$ cat config.mk
export PLATFORM = sky130hd
export DESIGN_NAME = serial_adder
export DESIGN_NICKNAME = d
export VERILOG_FILES = /design/src/rtl/serial_adder_pkg.sv /design/src/rtl/serial_adder_digit.sv /design/src/rtl/serial_adder.sv
export SDC_FILE = /design/constraint.sdc
export NUM_CORES = 1
export LEC_CHECK = 0
export CORE_MARGIN = 3
export CORE_UTILIZATION = 45
export CTS_CLUSTER_DIAMETER = 150
export DETAILED_ROUTE_END_ITERATION = 10
export PLACE_DENSITY = 0.79
export SLEW_MARGIN = 20
export SYNTH_ARGS = -nofsm -noshare
export SYNTH_HDL_FRONTEND = slang
export SYNTH_SLANG_ARGS = --single-unit
$ cat constraint.sdc
create_clock -name i_clk -period 1.35 [get_ports i_clk]
set_clock_uncertainty 0.05 [all_clocks]
set_input_delay 0.27 -clock i_clk [delete_from_list [all_inputs] [get_ports i_clk]]
set_output_delay 0.27 -clock i_clk [all_outputs]
set_load 0.005 [all_outputs]
$ cat src/rtl/serial_adder_pkg.sv
// rtl/serial_adder_pkg.sv - shared state encoding and sizing helpers for multi-cycle arithmetic units
//
// Purpose: common FSM state type and counter sizing used by serial_adder and
//          by later digit-serial multiplier/divider blocks.
// Contents:
//   state_t       - ST_IDLE / ST_RUN / ST_DONE
//   cnt_width(n)  - bits needed to count 0..n
package serial_adder_pkg;

    typedef enum logic [1:0] {
        ST_IDLE = 2'd0,
        ST_RUN  = 2'd1,
        ST_DONE = 2'd2
    } state_t;

    function automatic int cnt_width(input int n);
        return (n < 1) ? 1 : $clog2(n + 1);
    endfunction

endpackage

$ cat src/rtl/serial_adder_digit.sv
// rtl/serial_adder_digit.sv - combinational DIGIT-bit ripple adder built from half-adder pairs
//
// Purpose: adds one digit of each operand plus a carry-in.
// Ports:
//   i_a_d   [DIGIT] - digit of operand A
//   i_b_d   [DIGIT] - digit of operand B
//   i_ci            - carry into bit 0 of the digit
//   o_s_d   [DIGIT] - digit sum
//   o_co            - carry out of the top bit of the digit
//   o_c_msb         - carry into the top bit of the digit (signed overflow detection)
module serial_adder_digit
    import serial_adder_pkg::*;
#(
    parameter int DIGIT = 1
) (
    input  logic [DIGIT-1:0] i_a_d,
    input  logic [DIGIT-1:0] i_b_d,
    input  logic             i_ci,
    output logic [DIGIT-1:0] o_s_d,
    output logic             o_co,
    output logic             o_c_msb
);

    logic [DIGIT:0]   w_c;
    logic [DIGIT-1:0] w_p;
    logic [DIGIT-1:0] w_g1;
    logic [DIGIT-1:0] w_g2;

    assign w_c[0] = i_ci;

    // Each full adder is two half adders: (a,b) then (partial sum, carry-in);
    // the two half-adder carries are mutually exclusive, so OR merges them.
    for (genvar i = 0; i < DIGIT; i++) begin : g_fa
        assign w_p[i]    = i_a_d[i] ^ i_b_d[i];
        assign w_g1[i]   = i_a_d[i] & i_b_d[i];
        assign o_s_d[i]  = w_p[i] ^ w_c[i];
        assign w_g2[i]   = w_p[i] & w_c[i];
        assign w_c[i+1]  = w_g1[i] | w_g2[i];
    end

    assign o_co    = w_c[DIGIT];
    assign o_c_msb = w_c[DIGIT-1];

endmodule

$ cat src/rtl/serial_adder.sv
// rtl/serial_adder.sv - digit-serial adder/subtractor with start/busy/done handshake
//
// Purpose: adds (or subtracts) two WIDTH-bit operands DIGIT bits per clock.
// Ports:
//   i_clk, i_rst     - clock, asynchronous active-high reset
//   i_start          - request, accepted only in IDLE
//   i_a, i_b [WIDTH] - operands, sampled on the accept edge
//   i_cin            - carry-in for add (ignored for subtract)
//   i_sub            - 0: a+b+cin, 1: a-b
//   o_busy           - high while the operation runs
//   o_done           - one-cycle pulse when the result becomes valid
//   o_sum  [WIDTH]   - result, held until the next accept
//   o_cout           - carry out of the MSB (subtract: 1 = no borrow)
//   o_ovf            - signed overflow
module serial_adder
    import serial_adder_pkg::*;
#(
    parameter int WIDTH = 8,
    parameter int DIGIT = 1
) (
    input  logic             i_clk,
    input  logic             i_rst,
    input  logic             i_start,
    input  logic [WIDTH-1:0] i_a,
    input  logic [WIDTH-1:0] i_b,
    input  logic             i_cin,
    input  logic             i_sub,
    output logic             o_busy,
    output logic             o_done,
    output logic [WIDTH-1:0] o_sum,
    output logic             o_cout,
    output logic             o_ovf
);

    localparam int N  = WIDTH / DIGIT;
    localparam int CW = cnt_width(N);

    state_t            r_state;
    state_t            w_state_next;
    logic [WIDTH-1:0]  r_a;
    logic [WIDTH-1:0]  r_b;
    logic [WIDTH-1:0]  r_sum;
    logic              r_carry;
    logic [CW-1:0]     r_cnt;
    logic              r_cout;
    logic              r_ovf;

    logic              w_accept;
    logic              w_last;
    logic [DIGIT-1:0]  w_s_d;
    logic              w_co;
    logic              w_c_msb;
    logic [WIDTH-1:0]  w_sum_shift;
    logic [WIDTH-1:0]  w_a_shift;
    logic [WIDTH-1:0]  w_b_shift;

    assign w_accept = (r_state == ST_IDLE) && i_start;
    assign w_last   = (r_cnt == CW'(N - 1));

    serial_adder_digit #(
        .DIGIT (DIGIT)
    ) u_digit (
        .i_a_d   (r_a[DIGIT-1:0]),
        .i_b_d   (r_b[DIGIT-1:0]),
        .i_ci    (r_carry),
        .o_s_d   (w_s_d),
        .o_co    (w_co),
        .o_c_msb (w_c_msb)
    );

    // Result digits enter at the MSB end so the first (least significant)
    // digit has walked down to bit 0 after N shifts.
    if (N > 1) begin : g_multi
        assign w_sum_shift = {w_s_d, r_sum[WIDTH-1:DIGIT]};
        assign w_a_shift   = {{DIGIT{1'b0}}, r_a[WIDTH-1:DIGIT]};
        assign w_b_shift   = {{DIGIT{1'b0}}, r_b[WIDTH-1:DIGIT]};
    end else begin : g_single
        assign w_sum_shift = w_s_d;
        assign w_a_shift   = '0;
        assign w_b_shift   = '0;
    end

    always_ff @(posedge i_clk or posedge i_rst) begin
        if (i_rst) begin
            r_state <= ST_IDLE;
        end else begin
            r_state <= w_state_next;
        end
    end

    always_comb begin
        w_state_next = r_state;
        o_busy       = 1'b0;
        o_done       = 1'b0;
        case (r_state)
            ST_IDLE: begin
                if (i_start) begin
                    w_state_next = ST_RUN;
                end
            end
            ST_RUN: begin
                o_busy = 1'b1;
                if (w_last) begin
                    w_state_next = ST_DONE;
                end
            end
            ST_DONE: begin
                o_done       = 1'b1;
                w_state_next = ST_IDLE;
            end
            default: begin
                w_state_next = ST_IDLE;
            end
        endcase
    end

    always_ff @(posedge i_clk or posedge i_rst) begin
        if (i_rst) begin
            r_a     <= '0;
            r_b     <= '0;
            r_sum   <= '0;
            r_carry <= 1'b0;
            r_cnt   <= '0;
            r_cout  <= 1'b0;
            r_ovf   <= 1'b0;
        end else if (w_accept) begin
            r_a     <= i_a;
            // Subtract is a + ~b + 1: invert B once here and seed the carry.
            r_b     <= i_sub ? ~i_b : i_b;
            r_carry <= i_sub ? 1'b1 : i_cin;
            r_cnt   <= '0;
            r_sum   <= '0;
            r_cout  <= 1'b0;
            r_ovf   <= 1'b0;
        end else if (r_state == ST_RUN) begin
            r_sum   <= w_sum_shift;
            r_a     <= w_a_shift;
            r_b     <= w_b_shift;
            r_carry <= w_co;
            r_cnt   <= r_cnt + CW'(1);
            if (w_last) begin
                r_cout <= w_co;
                r_ovf  <= w_c_msb ^ w_co;
            end
        end
    end

    assign o_sum  = r_sum;
    assign o_cout = r_cout;
    assign o_ovf  = r_ovf;

endmodule

==> results of run 1 <==
## state kept, by name, summed over array words and instances (netlist names)
signal   cells
o_cout       1
o_ovf        1
o_sum        8
r_a          8
r_b          8
r_carry      1
r_cnt        4
r_state      2
## worst paths after layout
| kind | startpoint | end | cells after the start |
|---|---|---|---|
| worst max-delay path | r_state[0] | o_busy | 4 |
| worst min-delay path | i_rst | r_state[0] | 3 |
| worst max register to register | r_state[0] | r_b[5] | 5 |
| worst min register to register | r_a[3] | r_a[3] | 2 |
| max in group asynchronous | i_rst | r_carry | 3 |
| min in group i_clk | r_a[3] | r_a[3] | 2 |
## metal layers
| layer | vias to the layer above | global-route usage [%] | share of wire (%) |
|---|---|---|---|
| li1 | 615 | - | - |
| met1 | 639 | 24.66 | 44 |
| met2 | 33 | 33.63 | 50 |
| met3 | 8 | 6.759 | 4.3 |
| met4 | 0 | 7.124 | 1.5 |
| met5 | - | 0 | 0 |
## layout make-up
type                    count  area, µm²
multi-input cells          84      742.0
inverters                   2      7.507
well taps                  44      55.05
fillers                   217      797.0
clock buffers               7      55.05
flip-flops and latches     33      825.8
repair buffers             72      695.7
## placed cells by master (no fill, tap or decap), types with 7 or more instances in the layout
cell,count
a221o_1,7
a22o_1,12
a22oi_1,8
and3b_1,7
buf_4,27
buf_6,10
clkdlybuf4s15_1,8
clkdlybuf4s50_1,20
dfrtp_1,33
nand2_2,10
xor2_1,8
## cells in the mapped netlist
master	number
a221o_1	7
o21bai_4	1
nor3b_2	1
xnor2_1	1
a22oi_1	8
a21o_1	1
nand4_1	1
inv_1	2
a211oi_1	1
nand3_1	1
or2_2	1
xor2_1	8
dfrtp_1	33
o211ai_1	1
mux2i_1	1
nor2_1	2
buf_2	6
mux2_2	1
ha_1	1
buf_6	4
fa_1	1
nor2b_1	2
o21ai_0	9
nand2b_1	2
and3b_1	7
a22o_1	12
nand3b_1	1
clkbuf_1	1
nand2_1	11
o21ba_2	1
## tightest hold or removal path: cells and delay by family
kind	cells	cell delay, ns
buf+inv	3	0.71
## stage by stage
step                setup WS, ns  hold WS [ns]  cells
global route             -0.1386        0.2207    242
floorplan                0.06542        0.3489    129
detailed placement       -0.2444        0.4170    210
global placement         -0.2216        0.4152    210
finish                  -0.07182        0.2225    242
CTS                     -0.08689        0.2290    236
## logic make-up (layout without fill, tap and decap cells)
logic type	Yosys count	after routing	synth area share [%]
AOI/OAI and AO/OA	41	42	21.41
DFF	33	33	53.31
and+or+nand+nor	29	29	11.15
buffers and inverters	13	81	5.573
xor gates and xnor gates	9	9	5.089
adders and majority gates	2	2	2.100
muxes	2	2	1.373
## where the power goes
part	internal (W)	switching [W]	leakage [nW]
Combinational	0.00146	0.00103	0.667
Clock	0.000246	0.000333	0.0314
Sequential	0.00137	0.000255	0.429
## timing repair
action / in CTS / in global routing
pin swaps: 5 / 24
resized for setup: 35 / 40
gates cloned: 3 / 0
endpoints found under the setup margin: 37 / 41
setup buffers: 16 / 7
==> results.json, run 1 <==
{
  "slew_viol_final": 0,
  "overflow": 0,
  "syn-num-nets": 152,
  "drv_cap": 0,
  "cp-start-kind": "register",
  "final_antenna_net_count": 0,
  "synth.avg_cell_area_um2": 12.01,
  "die_area_um2": 4182,
  "cts_tree": "built",
  "ctsLongestPathBuffers": 2,
  "synth.area.top_cells": "dfrtp_1, a22o_1, a221o_1, xor2_1, and3b_1",
  "critPathMaxStageDelay_ns": 0.41,
  "cp-end-kind": "output pin",
  "hold_viol": 0,
  "nets": 221,
  "cts_htree_levels": 2,
  "drt_iter0_drc": 55,
  "dieHeight_um": 64.67,
  "yosysUniqueCellTypes": 30,
  "crit_top_cell": "buf_6",
  "placed_cell_area_um2": 1981,
  "vias_per_cell": 5.351,
  "ios": 33,
  "dpl.hpwl_um": 2412,
  "reg2reg_slack_ns": -0.05,
  "slowest_stage": "dfrtp_1",
  "path_buf_inv": 3,
  "fmax_mhz": 703.3,
  "stdcell_area_um2": 2381,
  "cellPowerDensity_nw_per_um2": 1975,
  "worst_path_dominant_cell_family": "flip-flops",
  "required_ns": 1.03,
  "leakagePower_nw": 1.127,
  "synth_area_um2": 1549,
  "hold_class": "input pin to async pin",
  "synth_top_cell_by_area": "dfrtp_1",
  "start_util_pct": 48.74,
  "finalCritPeriodShare_pct": 105.3,
  "firstDrtPassIters": 4,
  "finalPower_w": 0.004704,
  "worstPathCellList": "buf_6 -> nand2b_4 -> inv_2 -> buf_6",
  "grt_pass1_vias": 1348,
  "yosysSeqAreaShare_pct": 53.31,
  "violations": "negative setup slack",
  "root_buffer": "clkbuf_4",
  "cp.arrival_ns": 1.10,
  "grt_pass1_wl_um": 6403,
  "rows": 20,
  "core_um2": 3178,
  "synth-seq-cells": 33,
  "vias": 1295,
  "status": "finished, violations left",
  "synthCells": 129,
  "route.detailed.drc": 0,
  "wl_per_cell_um": 16.30,
  "grt_setup_unrepaired": "yes",
  "worstSkewPairLatency_ns": 0.34,
  "io_buffers": 32,
  "place.gp.congestion": 0.7210,
  "slew_headroom_pct": 79.07,
  "setup_viol": 29,
  "fin_tns_setup_ns": -0.7247,
  "wirelength_um": 3944,
  "synth.top_cell.area_share_pct": 53.31,
  "cts_buffers": 5,
  "fin_ws_ns": -0.07182,
  "worst_pin_slew_ns": 0.3131,
  "cts.hold.buffers_added": 0,
  "synth_warnings": 0,
  "die_x_um": 64.67,
  "irDropWorstVdd_v": 0.0009448,
  "diodes": 0,
  "cts.clk_slew.worst_paths_ns": 0.10,
  "crit_fanout": 4,
  "period_minus_slack_ns": 1.422,
  "grt_max_degree": 34,
  "cts_sinks": 33,
  "area_growth_pct": 53.72,
  "antenna_found_initial": 0,
  "post-route-util_pct": 74.92,
  "drive_above_1_share_pct": 37.88,
  "crit_type": "register to output pin",
  "track_usage_pct": 20.29
}
(Power assumes the default switching activity.)
==> inputs of run 2 (changes only) <==
Settings changed: PLACE_DENSITY 0.79 to 0.75, SKIP_CTS_REPAIR_TIMING set to 1.
==> run 2 against run 1 <==
- the run still ends with negative setup slack left
- largest power group unchanged
- largest cell class unchanged
- clock power is 32% higher
- via count is 2.9% lower
- final area is 4.5% lower
==> results.json, run 2 (synthesis gave the netlist of run 1 again) <==
{
  "diodes": 0,
  "core_um2": 3178,
  "final_common_cell": "dfrtp_1",
  "crit_fanout": 3,
  "worstSkewPairLatency_ns": 0.33,
  "finalCritPeriodShare_pct": 110.2,
  "wl_per_cell_um": 16.23,
  "cts_htree_levels": 2,
  "ctsLongestPathBuffers": 2,
  "die_area_um2": 4182,
  "final_antenna_net_count": 0,
  "setup_viol": 22,
  "layout_common_cells": "dfrtp_1, buf_4, clkdlybuf4s50_1",
  "slew_headroom_pct": 77.11,
  "cts_buffers": 5,
  "cp.arrival_ns": 1.17,
  "hold_viol": 0,
  "p_comb_share_pct": 45.9,
  "crit_type": "register to output pin",
  "area_growth_pct": 46.77,
  "dp_slack_ns": -0.2691,
  "stdcell_area_um2": 2273,
  "dieHeight_um": 64.67,
  "cellPowerDensity_nw_per_um2": 1962,
  "grt_pass1_vias": 1215,
  "worst_pin_slew_ns": 0.3425,
  "cellInternalPower_w": 0.003006,
  "vias": 1258,
  "rows": 20,
  "root_buffer": "clkbuf_4",
  "pwr-share-seq_pct": 37.0,
  "track_usage_pct": 17.77,
  "drive_above_1_share_pct": 26.20,
  "antenna_found_initial": 0,
  "place.gp.congestion": 0.7795,
  "route.detailed.drc": 0,
  "grt_max_degree": 34,
  "ios": 33,
  "cts_sinks": 33,
  "drt_iter0_drc": 65,
  "drv_cap": 0,
  "grt_setup_unrepaired": "yes",
  "violations": "negative setup slack",
  "fin_ws_ns": -0.1376,
  "switching_power_w": 0.001455,
  "dpl.hpwl_um": 2396,
  "cts_tree": "built",
  "placed_cell_area_um2": 1993,
  "grt_pass1_wl_um": 5768,
  "io_buffers": 32,
  "leakagePower_nw": 1.196,
  "overflow": 0,
  "start_util_pct": 48.74,
  "wirelength_um": 3749,
  "cts.clk_slew.worst_paths_ns": 0.10,
  "period_minus_slack_ns": 1.488,
  "firstDrtPassIters": 4,
  "swShare_pct": 32.61,
  "vias_per_cell": 5.446,
  "clkPwrFrac_pct": 17.2,
  "hold_class": "input pin to async pin",
  "cp-start-kind": "register",
  "fmax_mhz": 672.2,
  "nets": 209,
  "status": "finished, violations left",
  "slew_viol_final": 0,
  "cp-end-kind": "output pin",
  "irDropWorstVdd_v": 0.001041,
  "required_ns": 1.03,
  "die_x_um": 64.67
}
[run 2: changes by cell type in the layout (fill, tap and decap cells not counted), sizes merged]
cell,change
clkbuf,+2
bufinv,+1
clkdlybuf4s15,-8
dlygate4sd2,-2
buf,-15
clkdlybuf4s50,-1
dlymetal6s2s,+12
[run 2: power by group through the flow]
stage               Clock (W)  Sequential (W)  Combinational [W]
floorplan                   0         0.00162            0.00102
finish               0.000765         0.00165            0.00205
detailed placement          0         0.00167            0.00171
CTS                  0.000778         0.00165            0.00171
global route         0.000833         0.00170            0.00223
global placement            0         0.00165            0.00163
[run 2: worst max-delay path: stages, from the launching register on]
cell and delay, ns:
dfrtp_2 0.43, buf_4 0.13, nand2b_1 0.07, inv_1 0.06, dlymetal6s2s_1 0.15
[run 2: stage by stage]
stage                     total power (W)  cells  util, %  TNS, ns  hold slack, ns
final                            0.004461    231    71.54  -0.9936          0.2318
after CTS                        0.004143    218    65.39   -4.327          0.2314
after global routing             0.004768    231    71.54   -2.140          0.2538
after floorplan                  0.002641    129        -        0          0.3489
after global placement           0.003279    210    62.72   -5.681          0.4093
after detailed placement         0.003379    210    62.72   -6.616          0.4192
[run 2: path summary, 6_finish.rpt]
check / depth (start not counted) / slack [ns] / to / startpoint
max: 4 / -0.14 / o_busy / r_state[0]
min: 3 / 0.23 / r_b[3] / i_rst
max reg2reg: 5 / -0.09 / o_cout / r_state[0]
min reg2reg: 2 / 0.45 / r_a[4] / r_a[4]
max in group asynchronous: 3 / 0.84 / r_state[0] / i_rst
min in group i_clk: 2 / 0.45 / r_a[4] / r_a[4]
[run 2: layout make-up]
| class | count | area, µm² |
|---|---|---|
| fillers | 238 | 904.6 |
| flip-flops and latches | 33 | 827.0 |
| multi-input cells | 84 | 691.9 |
| repair buffers | 60 | 606.8 |
| clock buffers | 7 | 55.05 |
| well taps | 44 | 55.05 |
| clock inverters | 1 | 30.03 |
| inverters | 2 | 7.507 |
[run 2: per-layer routing]
metal / track usage [%] / part of all wire [%]
met1: 23.65 / 43
met2: 28.74 / 50
met3: 4.679 / 5.5
met4: 4.749 / 1.2
met5: 0 / 0
==> inputs of run 3 (changes only) <==
Settings changed: CELL_PAD_IN_SITES_DETAIL_PLACEMENT set to 1, CELL_PAD_IN_SITES_GLOBAL_PLACEMENT set to 2, CORE_UTILIZATION 45 to 29, PLACE_DENSITY 0.75 to unset, PLACE_DENSITY_LB_ADDON set to 0.1.
==> run 3 against run 2 <==
- the flow still finishes with violations (negative setup slack)
- power is 8.2% higher
- non-clock buffer count is 11 higher
- global-route usage is 4.9 points lower
- cell count is 14% higher
- hold slack better by 0.046 ns
- clock power is 5.1% lower
- first-iteration DRC count is 68% lower
- die area is 50% higher
- critical endpoint is now o_sum[0]
- largest power group unchanged
==> results.json, run 3 (synthesis gave the netlist of run 1 again) <==
{
  "cp-startpoint": "r_state[1]",
  "core_um2": 4942,
  "track_usage_pct": 12.88,
  "cts_sinks": 33,
  "holdWs_ns": 0.2776,
  "setup_viol": 27,
  "finalCritPeriodShare_pct": 109.7,
  "grt_max_degree": 34,
  "final_common_cell": "dfrtp_1",
  "wl_per_cell_um": 15.47,
  "wirelength_um": 4083,
  "cp.arrival_ns": 1.59,
  "worst_pin_slew_ns": 0.3670,
  "vias_per_cell": 4.803,
  "leakagePower_nw": 1.315,
  "cts_buffers": 5,
  "route.detailed.drc": 0,
  "die_x_um": 79.09,
  "cp-start-kind": "register",
  "place.gp.congestion": 0.7459,
  "hold_viol": 0,
  "rr_worst_depth": 5,
  "cp-end-kind": "register",
  "final_antenna_net_count": 0,
  "grt_setup_unrepaired": "yes",
  "switching_power_w": 0.001602,
  "rows": 25,
  "violations": "negative setup slack",
  "area_growth_pct": 61.07,
  "root_buffer": "clkbuf_8",
  "reg2reg_slack_ns": -0.13,
  "crit_fanout": 7,
  "overflow": 0,
  "dp.cells": 237,
  "irDropWorstVdd_v": 0.0006954,
  "grt_pass1_vias": 1204,
  "nets": 220,
  "ios": 33,
  "cts.clk_slew.worst_paths_ns": 0.06,
  "fmax_mhz": 675.2,
  "layout_common_cells": "dfrtp_1, buf_4, clkdlybuf4s50_1",
  "pwr-share-seq_pct": 34.6,
  "worstSkewPairLatency_ns": 0.27,
  "status": "finished, violations left",
  "dpl.hpwl_um": 2784,
  "crit_type": "register to register",
  "io_buffers": 32,
  "p_comb_share_pct": 50.4,
  "period_minus_slack_ns": 1.481,
  "cts_tree": "built",
  "cts_htree_levels": 2,
  "hold_class": "input pin to async pin",
  "die_area_um2": 6254,
  "drt_iter0_drc": 21,
  "firstDrtPassIters": 4,
  "slew_viol_final": 0,
  "fin_ws_ns": -0.1310,
  "diodes": 0,
  "required_ns": 1.46,
  "vias": 1268,
  "slew_headroom_pct": 75.47,
  "cellPowerDensity_nw_per_um2": 1935,
  "r2r_end": "o_sum[0]",
  "dieHeight_um": 79.09,
  "ctsLongestPathBuffers": 2,
  "clkPwrFrac_pct": 15.0,
  "swShare_pct": 33.18,
  "final_cells": 264,
  "start_util_pct": 31.34,
  "antenna_found_initial": 0,
  "finalPower_w": 0.004828,
  "cellInternalPower_w": 0.003226,
  "drv_cap": 0,
  "worstReg2RegStart": "r_state[1]",
  "drive_above_1_share_pct": 39.59,
  "grt_pass1_wl_um": 6189,
  "fin_tns_setup_ns": -1.901
}
==> run 3: changes by cell type in the layout (fill, tap and decap cells not counted), moves of 5 or more <==
cell | before | now
clkbuf_4 | 5 | 0
o21ai_0 | 6 | 0
nand2_2 | 0 | 6
o21ai_2 | 0 | 5
clkbuf_8 | 1 | 6
nand2_1 | 11 | 1
==> run 3: cell type report <==
cell class | count | area [µm²]
fill | 545 | 2447
sequential | 33 | 829.5
multi-input combinational | 84 | 755.7
timing repair buffer | 71 | 732.0
clock buffer | 7 | 86.33
tap | 67 | 83.83
inverter | 2 | 7.507
==> run 3: critical path, cell delays in order, from the launching register on <==
cell and delay (ns):
dfrtp_2 0.41, buf_6 0.12, buf_8 0.12, o21bai_4 0.24, clkbuf_16 0.21, a22o_1 0.21
==> run 3: metal layers <==
metal  GRT usage [%]  routed length (µm)  vias up  part of all wire [%]
met1           17.59                1890      631                    46
met2           19.61                2024       25                    50
met4           4.124                  25        0                  0.61
met5               0                   0        -                     0
li1                -                   -      610                     -
met3           3.741                 142        2                   3.5
==> run 3: how the worst max path moves through the flow <==
stage / slack (ns) / end / depth (start not counted)
after global routing: -0.17 / o_sum[0] / 5
after detailed placement: -0.27 / o_cout / 5
final: -0.13 / o_sum[0] / 5
after global placement: -0.22 / r_a[6] / 5
after floorplan: 0.07 / o_ovf / 3
after CTS: -0.52 / o_busy / 3
==> run 3: per-stage QoR <==
stage | cell area (µm²) | worst slack [ns] | utilization (%)
finish | 2495 | -0.1310 | 50.48
global route | 2495 | -0.1652 | 50.48
CTS | 2138 | -0.5225 | 43.27
detailed placement | 2052 | -0.2685 | 41.52
global placement | 2052 | -0.2184 | 41.52
floorplan | 1551 | 0.06542 | -
==> run 3: power groups by stage <==
stage               clock network [W]  registers, W  logic [W]
floorplan                           0       0.00162    0.00102
global placement                    0       0.00166    0.00177
detailed placement                  0       0.00167    0.00182
CTS                          0.000758       0.00166    0.00183
global route                 0.000812       0.00172    0.00265
finish                       0.000726       0.00167    0.00243
